**config.mk**
```make
export PLATFORM = sky130hd
export DESIGN_NAME = mc_core_hs
export DESIGN_NICKNAME = d
export VERILOG_FILES = /design/src/rtl/mc_core_hs.sv
export SDC_FILE = /design/constraint.sdc
export NUM_CORES = 2
export LEC_CHECK = 0
export CORE_MARGIN = 5
export CORE_UTILIZATION = 55
export DETAILED_ROUTE_END_ITERATION = 6
export PLACE_DENSITY = 0.74
export SETUP_SLACK_MARGIN = 0.15
export SLEW_MARGIN = 20
export SYNTH_ARGS = -nofsm -noshare
export SYNTH_HDL_FRONTEND = slang
export SYNTH_SLANG_ARGS = --single-unit
```
**constraint.sdc**
```tcl
create_clock -name clk -period 5.6 [get_ports clk]
set_input_delay 0.84 -clock clk [delete_from_list [all_inputs] [get_ports clk]]
set_output_delay 0.84 -clock clk [all_outputs]
set_load 0.005 [all_outputs]
```
**src/rtl/mc_core_hs.sv**
```systemverilog
// mc_core_hs: multicycle MIPS-subset core (datapath and control FSM in one block).
//
// Ports
//   clk        rising-edge clock
//   rst        synchronous, active-low reset
//   mem_req    memory request valid (FETCH, MEM_RD, MEM_WR only)
//   mem_we     1 = write, 0 = read; meaningful while mem_req
//   mem_addr   word address (PC during fetch, ALUOut during data access)
//   mem_wdata  store data (B register)
//   mem_rdata  read data; instruction is taken from the low 32 bits
//   mem_ready  completes the transfer in a cycle where mem_req is high
//   pc         current program counter (word address)
//   retire     one-cycle pulse in the last cycle of each instruction
//   halted     core stopped on an illegal opcode / funct
//   dbg_addr   debug register index
//   dbg_data   combinational read of register dbg_addr (r0 reads 0)
//   dbg_state  current FSM state encoding
//
// Handshake: a transfer is offered with mem_req=1; mem_addr, mem_we and
// mem_wdata stay constant until the cycle in which mem_ready=1, which is the
// cycle the transfer completes. mem_ready is ignored whenever mem_req=0, and
// mem_req is forced low while rst=0 so a reset simply drops any open transfer.

module mc_core_hs #(
  parameter int XLEN = 32,
  parameter int ADDR_W = 16,
  parameter int NREG = 32,
  parameter logic [ADDR_W-1:0] RESET_PC = '0
) (
  input  logic              clk,
  input  logic              rst,
  output logic              mem_req,
  output logic              mem_we,
  output logic [ADDR_W-1:0] mem_addr,
  output logic [XLEN-1:0]   mem_wdata,
  input  logic [XLEN-1:0]   mem_rdata,
  input  logic              mem_ready,
  output logic [ADDR_W-1:0] pc,
  output logic              retire,
  output logic              halted,
  input  logic [4:0]        dbg_addr,
  output logic [XLEN-1:0]   dbg_data,
  output logic [3:0]        dbg_state
);

  localparam int RIDX_W = $clog2(NREG);

  localparam logic [5:0] OP_RTYPE = 6'h00;
  localparam logic [5:0] OP_J     = 6'h02;
  localparam logic [5:0] OP_BEQ   = 6'h04;
  localparam logic [5:0] OP_BNE   = 6'h05;
  localparam logic [5:0] OP_ADDI  = 6'h08;
  localparam logic [5:0] OP_LW    = 6'h23;
  localparam logic [5:0] OP_SW    = 6'h2B;

  typedef enum logic [3:0] {
    S_FETCH, S_DECODE, S_EXEC_R, S_WB_R, S_EXEC_I, S_WB_I, S_MEM_ADDR,
    S_MEM_RD, S_MEM_WB, S_MEM_WR, S_BRANCH, S_JUMP, S_HALT
  } state_t;

  state_t              r_state, w_next;
  logic [ADDR_W-1:0]   r_pc;
  logic [31:0]         r_ir;
  logic [XLEN-1:0]     r_mdr, r_a, r_b, r_aluout;
  logic                r_halted;
  logic [XLEN-1:0]     r_rf [NREG];

  logic [5:0]          w_op, w_funct;
  logic [RIDX_W-1:0]   w_rs_idx, w_rt_idx, w_rd_idx;
  logic [XLEN-1:0]     w_simm, w_pc_x, w_alu_r;
  logic                w_rtype_ok;
  logic [ADDR_W-1:0]   w_jtarget;
  logic                w_rf_we;
  logic [RIDX_W-1:0]   w_rf_widx;
  logic [XLEN-1:0]     w_rf_wdata;
  logic                w_unused;

  // Instruction fields; register indices keep only the low log2(NREG) bits.
  assign w_op      = r_ir[31:26];
  assign w_funct   = r_ir[5:0];
  assign w_rs_idx  = r_ir[21 +: RIDX_W];
  assign w_rt_idx  = r_ir[16 +: RIDX_W];
  assign w_rd_idx  = r_ir[11 +: RIDX_W];
  assign w_simm    = {{(XLEN-16){r_ir[15]}}, r_ir[15:0]};
  assign w_pc_x    = XLEN'(r_pc);
  assign w_jtarget = ADDR_W'(r_ir[25:0]);
  assign w_unused  = ^r_ir[10:6];

  // R-type ALU and funct legality.
  always_comb begin
    w_alu_r    = '0;
    w_rtype_ok = 1'b1;
    case (w_funct)
      6'h20:   w_alu_r = r_a + r_b;
      6'h22:   w_alu_r = r_a - r_b;
      6'h24:   w_alu_r = r_a & r_b;
      6'h25:   w_alu_r = r_a | r_b;
      6'h2A:   w_alu_r = ($signed(r_a) < $signed(r_b)) ? XLEN'(1) : '0;
      default: w_rtype_ok = 1'b0;
    endcase
  end

  // FSM: state register.
  always_ff @(posedge clk) begin
    if (!rst) r_state <= S_FETCH;
    else      r_state <= w_next;
  end

  // FSM: next state.
  always_comb begin
    w_next = r_state;
    case (r_state)
      S_FETCH:    if (mem_ready) w_next = S_DECODE;
      S_DECODE: begin
        case (w_op)
          OP_RTYPE:      w_next = w_rtype_ok ? S_EXEC_R : S_HALT;
          OP_ADDI:       w_next = S_EXEC_I;
          OP_LW, OP_SW:  w_next = S_MEM_ADDR;
          OP_BEQ, OP_BNE: w_next = S_BRANCH;
          OP_J:          w_next = S_JUMP;
          default:       w_next = S_HALT;
        endcase
      end
      S_EXEC_R:   w_next = S_WB_R;
      S_WB_R:     w_next = S_FETCH;
      S_EXEC_I:   w_next = S_WB_I;
      S_WB_I:     w_next = S_FETCH;
      S_MEM_ADDR: w_next = (w_op == OP_LW) ? S_MEM_RD : S_MEM_WR;
      S_MEM_RD:   if (mem_ready) w_next = S_MEM_WB;
      S_MEM_WB:   w_next = S_FETCH;
      S_MEM_WR:   if (mem_ready) w_next = S_FETCH;
      S_BRANCH:   w_next = S_FETCH;
      S_JUMP:     w_next = S_FETCH;
      S_HALT:     w_next = S_HALT;
      default:    w_next = S_FETCH;
    endcase
  end

  // FSM: outputs. Request and retire are gated by rst so reset drops them at once.
  always_comb begin
    mem_req = rst && (r_state == S_FETCH || r_state == S_MEM_RD || r_state == S_MEM_WR);
    mem_we  = (r_state == S_MEM_WR);
    mem_addr = (r_state == S_FETCH) ? r_pc : r_aluout[ADDR_W-1:0];
    mem_wdata = r_b;
    retire = rst && (r_state == S_WB_R || r_state == S_WB_I || r_state == S_MEM_WB ||
                     r_state == S_BRANCH || r_state == S_JUMP ||
                     (r_state == S_MEM_WR && mem_ready));
  end

  // Datapath registers.
  always_ff @(posedge clk) begin
    if (!rst) begin
      r_pc     <= RESET_PC;
      r_ir     <= '0;
      r_mdr    <= '0;
      r_a      <= '0;
      r_b      <= '0;
      r_aluout <= '0;
      r_halted <= 1'b0;
    end else begin
      case (r_state)
        S_FETCH: if (mem_ready) begin
          r_ir <= mem_rdata[31:0];
          r_pc <= r_pc + ADDR_W'(1);
        end
        S_DECODE: begin
          r_a      <= r_rf[w_rs_idx];
          r_b      <= r_rf[w_rt_idx];
          // PC already points past this instruction, so this is the branch target.
          r_aluout <= w_pc_x + w_simm;
          if (w_next == S_HALT) r_halted <= 1'b1;
        end
        S_EXEC_R:             r_aluout <= w_alu_r;
        S_EXEC_I, S_MEM_ADDR: r_aluout <= r_a + w_simm;
        S_MEM_RD:             if (mem_ready) r_mdr <= mem_rdata;
        S_BRANCH:             if ((r_a == r_b) ^ (w_op == OP_BNE)) r_pc <= r_aluout[ADDR_W-1:0];
        S_JUMP:               r_pc <= w_jtarget;
        default: ;
      endcase
    end
  end

  // Register file write port selection.
  always_comb begin
    w_rf_we    = 1'b0;
    w_rf_widx  = w_rt_idx;
    w_rf_wdata = r_aluout;
    case (r_state)
      S_WB_R: begin
        w_rf_we   = 1'b1;
        w_rf_widx = w_rd_idx;
      end
      S_WB_I:   w_rf_we = 1'b1;
      S_MEM_WB: begin
        w_rf_we    = 1'b1;
        w_rf_wdata = r_mdr;
      end
      default: ;
    endcase
  end

  // r0 is never written, so it keeps its reset value of zero on every read port.
  always_ff @(posedge clk) begin
    if (!rst) begin
      for (int i = 0; i < NREG; i++) r_rf[i] <= '0;
    end else if (w_rf_we && (w_rf_widx != '0)) begin
      r_rf[w_rf_widx] <= w_rf_wdata;
    end
  end

  assign pc        = r_pc;
  assign halted    = r_halted;
  assign dbg_data  = r_rf[dbg_addr[RIDX_W-1:0]];
  assign dbg_state = r_state;

endmodule

```
# After elaboration in Yosys (flattened, before gate mapping)
# Memories as Yosys holds them, arrays and structs flattened. A register that Yosys moved wholly into a read port is not among the register bits.
# Cells that the tools add are included.
# classes
addsub,5
magnitude_cmp,1
eq_ne,27
n_mux,25
bitwise,3
n_reduce_logical,28
# ops
op,n
$pmux 32 s5,1
$pmux 32 s3,1
$add 32x32->32,2
$mux 32,2
$mux 16,3
$pmux 16 s3,1
$eq 6x6->1 const B,7
$and 32x32->32,1
$eq 32x32->1,1
$lt 32x32->1,1
$or 32x32->32,1
$pmux 4 s8,1
$reduce_or 32->1,1
$sub 32x32->32,1
$eq 4x4->1 const B,6
$mux 4,5
$pmux 4 s5,1
$add 17x16->18,1
$add 16x1->16 const B,1
$eq 4x3->1 const B,4
$eq 6x3->1 const B,2
$mux 5,2
$eq 4x2->1 const B,2
$mux 1,8
other kinds (18),33
# totals
regBits,117
mem_bits_rw,1024
inputBits,40
out_inout_bits,104
wordCells,96
memories,1
# mem_list
name,words,word_bits,rd,rd_clocked_by_memory_dff,wr,line_no,rtl
r_rf,32,32,3,2,32,66,logic [XLEN-1:0] r_rf [NREG];

# Longest topological paths before layout
# depth
ltp_word,9
ltp_mapped,15
ltp_nobuf,13

# Least setup slack after synthesis
# No wires, ideal clock.
# synth_path
path_type,input port to output port
start,input port dbg_addr[0]
end,output port dbg_data[0]
t_arrival_ns,3.061
slack_ns,1.699
path_stages,6
path_cell_list,clkbuf_1 -> clkbuf_1 -> buf_1 -> mux4_2 -> mux4_2 -> mux2_2
# synth_between
elab_chain_cells,1
# synth_rtl
element,line_no,rtl
from (decl),41,"input logic [4:0] dbg_addr,"
$mem_v2 32x32,n/a,
to (decl),42,"output logic [XLEN-1:0] dbg_data,"
# No other way between the ends.

# Final worst setup path
# layout_path
start,input port dbg_addr[0]
end,output port dbg_data[28]
# Same word-level chain as after synthesis.

==> impl_results.md <==
- Status: finished, violations left
- Failing checks: DRC
- RSZ-0062 raised after global routing: false
- Sequential fraction of the synthesis area: 0.4639
- Postcts setup bufs: 0
- Core box area: 0.1336 sq mm
- Synth warn: 0
- Vias in the first global route: 55.20k
- Filler instances: 9672
- Root buffer cell: clkbuf_16
- Synth Area in XOR/XNOR: 0.008274
- F_max: around 220 MHz
- CP Capture Type: primary output
- CP Capture Point: dbg_data[28]
- Async SR Flop Fraction: 0
- TritonCTS clock tree: yes
- Final ANT Viol Nets: 0
- RD Place Congestion: 0.9913
- Critical path class: in2out
- H-tree Lvls: 3
- Static leakage: 26.73 nW
- DRT Pass-1 Iters: 7
- Crit path from: dbg_addr[0]
- Post-synth cell types: a little over 90
- Initial Util: 0.5546
- R2r endpoint: r_rf[15][29]
- Post_cts resized: 0
- Main combinational cell family by area after synthesis: multiplexers
- Max-cap violations: 0
- Worst hold path startpoint: r_mdr[17]
- Maximum vdd drop: 352.2 uV
- Die width: about 380 um
- Setup crit start kind: input port
- Post-layout nets: 5750
- Synth Cell Area: 0.07410 sq mm
- Synth Instances: about 5.6k
- Total power: between 20 and 30 mW
- Layout area overhead: 11.24%
- Drt wl/cell: 37.04 um
- Die Y: 377.1 um
- WL met1: 84980 um
- WP data arrival: 3.62 ns
- Via/cell ratio: 7.594
- First-pass GRT wire length: 389600 um
- Site row count: approximately 130
- Vias: 56.37k
- Reg clk slew, reported paths: 0.06 ns
- Max FO, Critical Path: 56
- Fraction of layout instances using a drive strength above 1: 0.2741
- CP delay by family, top: multiplexers
- Cell mode on critical path: mux4_2
- Pwr per Cell Area: 350.5 mW/mm^2
- Reg-to-reg startpoint: dbg_state[3]
- Worst Hold Class: reg2reg
- CTS sink count: 1205
- Final WL: 275000 um
- Placed cells: between 7k and 8k
- Crit-path cells: buf_8 > buf_12 > mux4_2 > mux4_2 > mux2_2 > clkdlybuf4s50_1
- Port buffer count: 143
- Compound-Gate Fraction of Synth Area: 0.05732
- Overflow after GRT: 0
- Slew Limit Headroom: 0.1925
- Gr usage total: 0.3836
- Met3 WL: 46920 um
- Most used DFF post-synth: edfxtp_1
- Final Non-Filler Cells: 7423
- Final min period: 4.462 ns
- Worst-Skew Late Latency: about 0.78 ns
- CTS Buf Count: about 120
- Reg2Reg Setup Slack: 1.23 ns
- Antenna violations before repair: 8
- # IOs: 144
- Levels on crit path: 6
- Period utilization: 0.7968
- Synthesized-area fraction occupied by adder cells: 0.02776
- Clk_skew: 0.03559 ns
- Clock buffer depth: 3
- Largest net degree at the start of global routing: 123
- Hold_buf cts: 0
- WP buf/inv: 3
- Measured slew at the worst slew-check pin: 1.205 ns
- Slew Limit Fails: 0
- DR WL met2: 119500 um
- Count of flip-flops with a built-in enable after synthesis: 1024
- Slowest CP cell: mux4_2
- Setup TNS: 0 ns
- Post-synthesis mux area share: 0.3146
- Iteration-0 DRC Markers: about 11k
- DPL Wire Length: 169500 um
- # setup viols final: 0
- DIE AREA: 0.1422 sq mm
- Reg2Reg Depth: 7
- DRC Markers: 7
- Syn Area/Cell: roughly 13 sq um
- Seq cells post-synth: ~1.2k
- DR top layer: met5
- Worst EP required: 4.76 ns
- Hold Fails Final Rpt: 0
- Synth Area in Simple Gates: 0.09401
- Crit path largest cell delay: 0.58 ns
-- where the power goes --
part | internal, mW | leakage [nW] | total, mW | switching [mW]
combinational | 3.69 | 12.7 | 9.19 | 5.50
sequential | 10.2 | 12.0 | 11.1 | 0.868
clock | 4.85 | 2.02 | 8.60 | 3.76
-- flip-flops by register name, indices dropped and copies added, names as in the netlist --
register   count
dbg_state      4
r_ir          32
r_aluout      32
r_rf        1024
mem_wdata     32
r_mdr         32
halted         1
r_a           32
pc            16
-- worst reg2reg max path, delay by kind of cell (launching register included) --
family | cells | cell delay, ns
and+or+nand+nor | 5 | 2.06
DFF | 1 | 0.88
buffers and inverters | 1 | 0.63
AOI/OAI and AO/OA | 1 | 0.41
-- layout make-up --
cell class                 instances  area (sq um)  area share
antenna                            3         7.507  0.00009107
clock buffer                     146          3257     0.03951
clock inverter                    81         877.1     0.01064
inverter                         112         427.9    0.005191
multi-input combinational       3773         37730      0.4578
sequential                      1205         34410      0.4174
tap                             1768          2212     0.02684
timing repair buffer             335          3506     0.04253
-- how the worst min path moves through the flow --
stage | end | slack (ns) | cells after the start
after floorplan | r_mdr[0] | 0.44 | 2
after global placement | halted | 0.45 | 1
after detailed placement | halted | 0.46 | 1
after CTS | r_mdr[11] | 0.47 | 2
after global routing | r_mdr[26] | 0.48 | 2
final | r_mdr[17] | 0.47 | 2
-- routing by layer --
metal  track usage  vias up
met4        0.2504        6
met2        0.5660     5826
met1        0.4720    27590
met5      0.002695        -
met3        0.1529     1369
li1              -    21580
-- cells by family (layout without fill, tap and decap cells) --
group	Yosys count	after routing
compound gates	666	666
simple gates	1720	1720
buf+inv	650	674
flops	1205	1205
other cells	1	35
mux	1123	1123
xor+xnor	70	70
fa+ha+maj	162	162
-- cells in the final DEF (no fill, tap or decap), types with 15 or more instances in the layout --
cell type	instances
dfxtp_1	170
xor2_1	21
clkbuf_1	16
nand2_1	248
mux2i_2	20
nand3_1	27
clkinv_2	28
edfxtp_1	1024
buf_12	43
mux2i_1	81
buf_4	144
a31oi_1	30
ha_1	158
nand2_2	62
clkbuf_16	126
conb_1	32
a21o_1	24
and3_1	18
mux2_2	50
xnor2_1	49
o22ai_1	20
o21ai_0	124
clkdlybuf4s50_1	137
a211oi_1	86
nand2b_1	15
bufinv_16	15
o21a_1	20
nor3_1	38
nor2_1	1218
a21oi_1	216
inv_1	107
mux4_2	960
-- metrics by stage --
step,cell area (sq um),hold slack [ns],utilization,worst slack (ns)
finish,82430,0.4696,0.6169,1.138
global route,82420,0.4834,0.6168,0.9651
CTS,82350,0.4681,0.6163,1.120
detailed placement,78210,0.4589,0.5853,1.126
global placement,78120,0.4486,0.5846,1.160
floorplan,74220,0.4360,-,1.699
-- Yosys cell counts (24+ instances only) --
cell,number,area [sq um]
a211oi_1,86,645.6
a21o_1,24,180.2
a21oi_1,216,1081
a31oi_1,30,187.7
buf_1,76,285.3
buf_2,54,270.3
clkbuf_1,404,1516
dfxtp_1,181,3623
edfxtp_1,1024,30750
ha_1,158,1977
inv_1,107,401.6
mux2_2,50,563.0
mux2i_1,113,1131
mux4_2,960,21620
nand2_1,310,1164
nand3_1,27,135.1
nor2_1,1219,4576
nor3_1,40,200.2
o21ai_0,124,620.6
xnor2_1,49,429.2
Power figures use the tool's default switching activity.
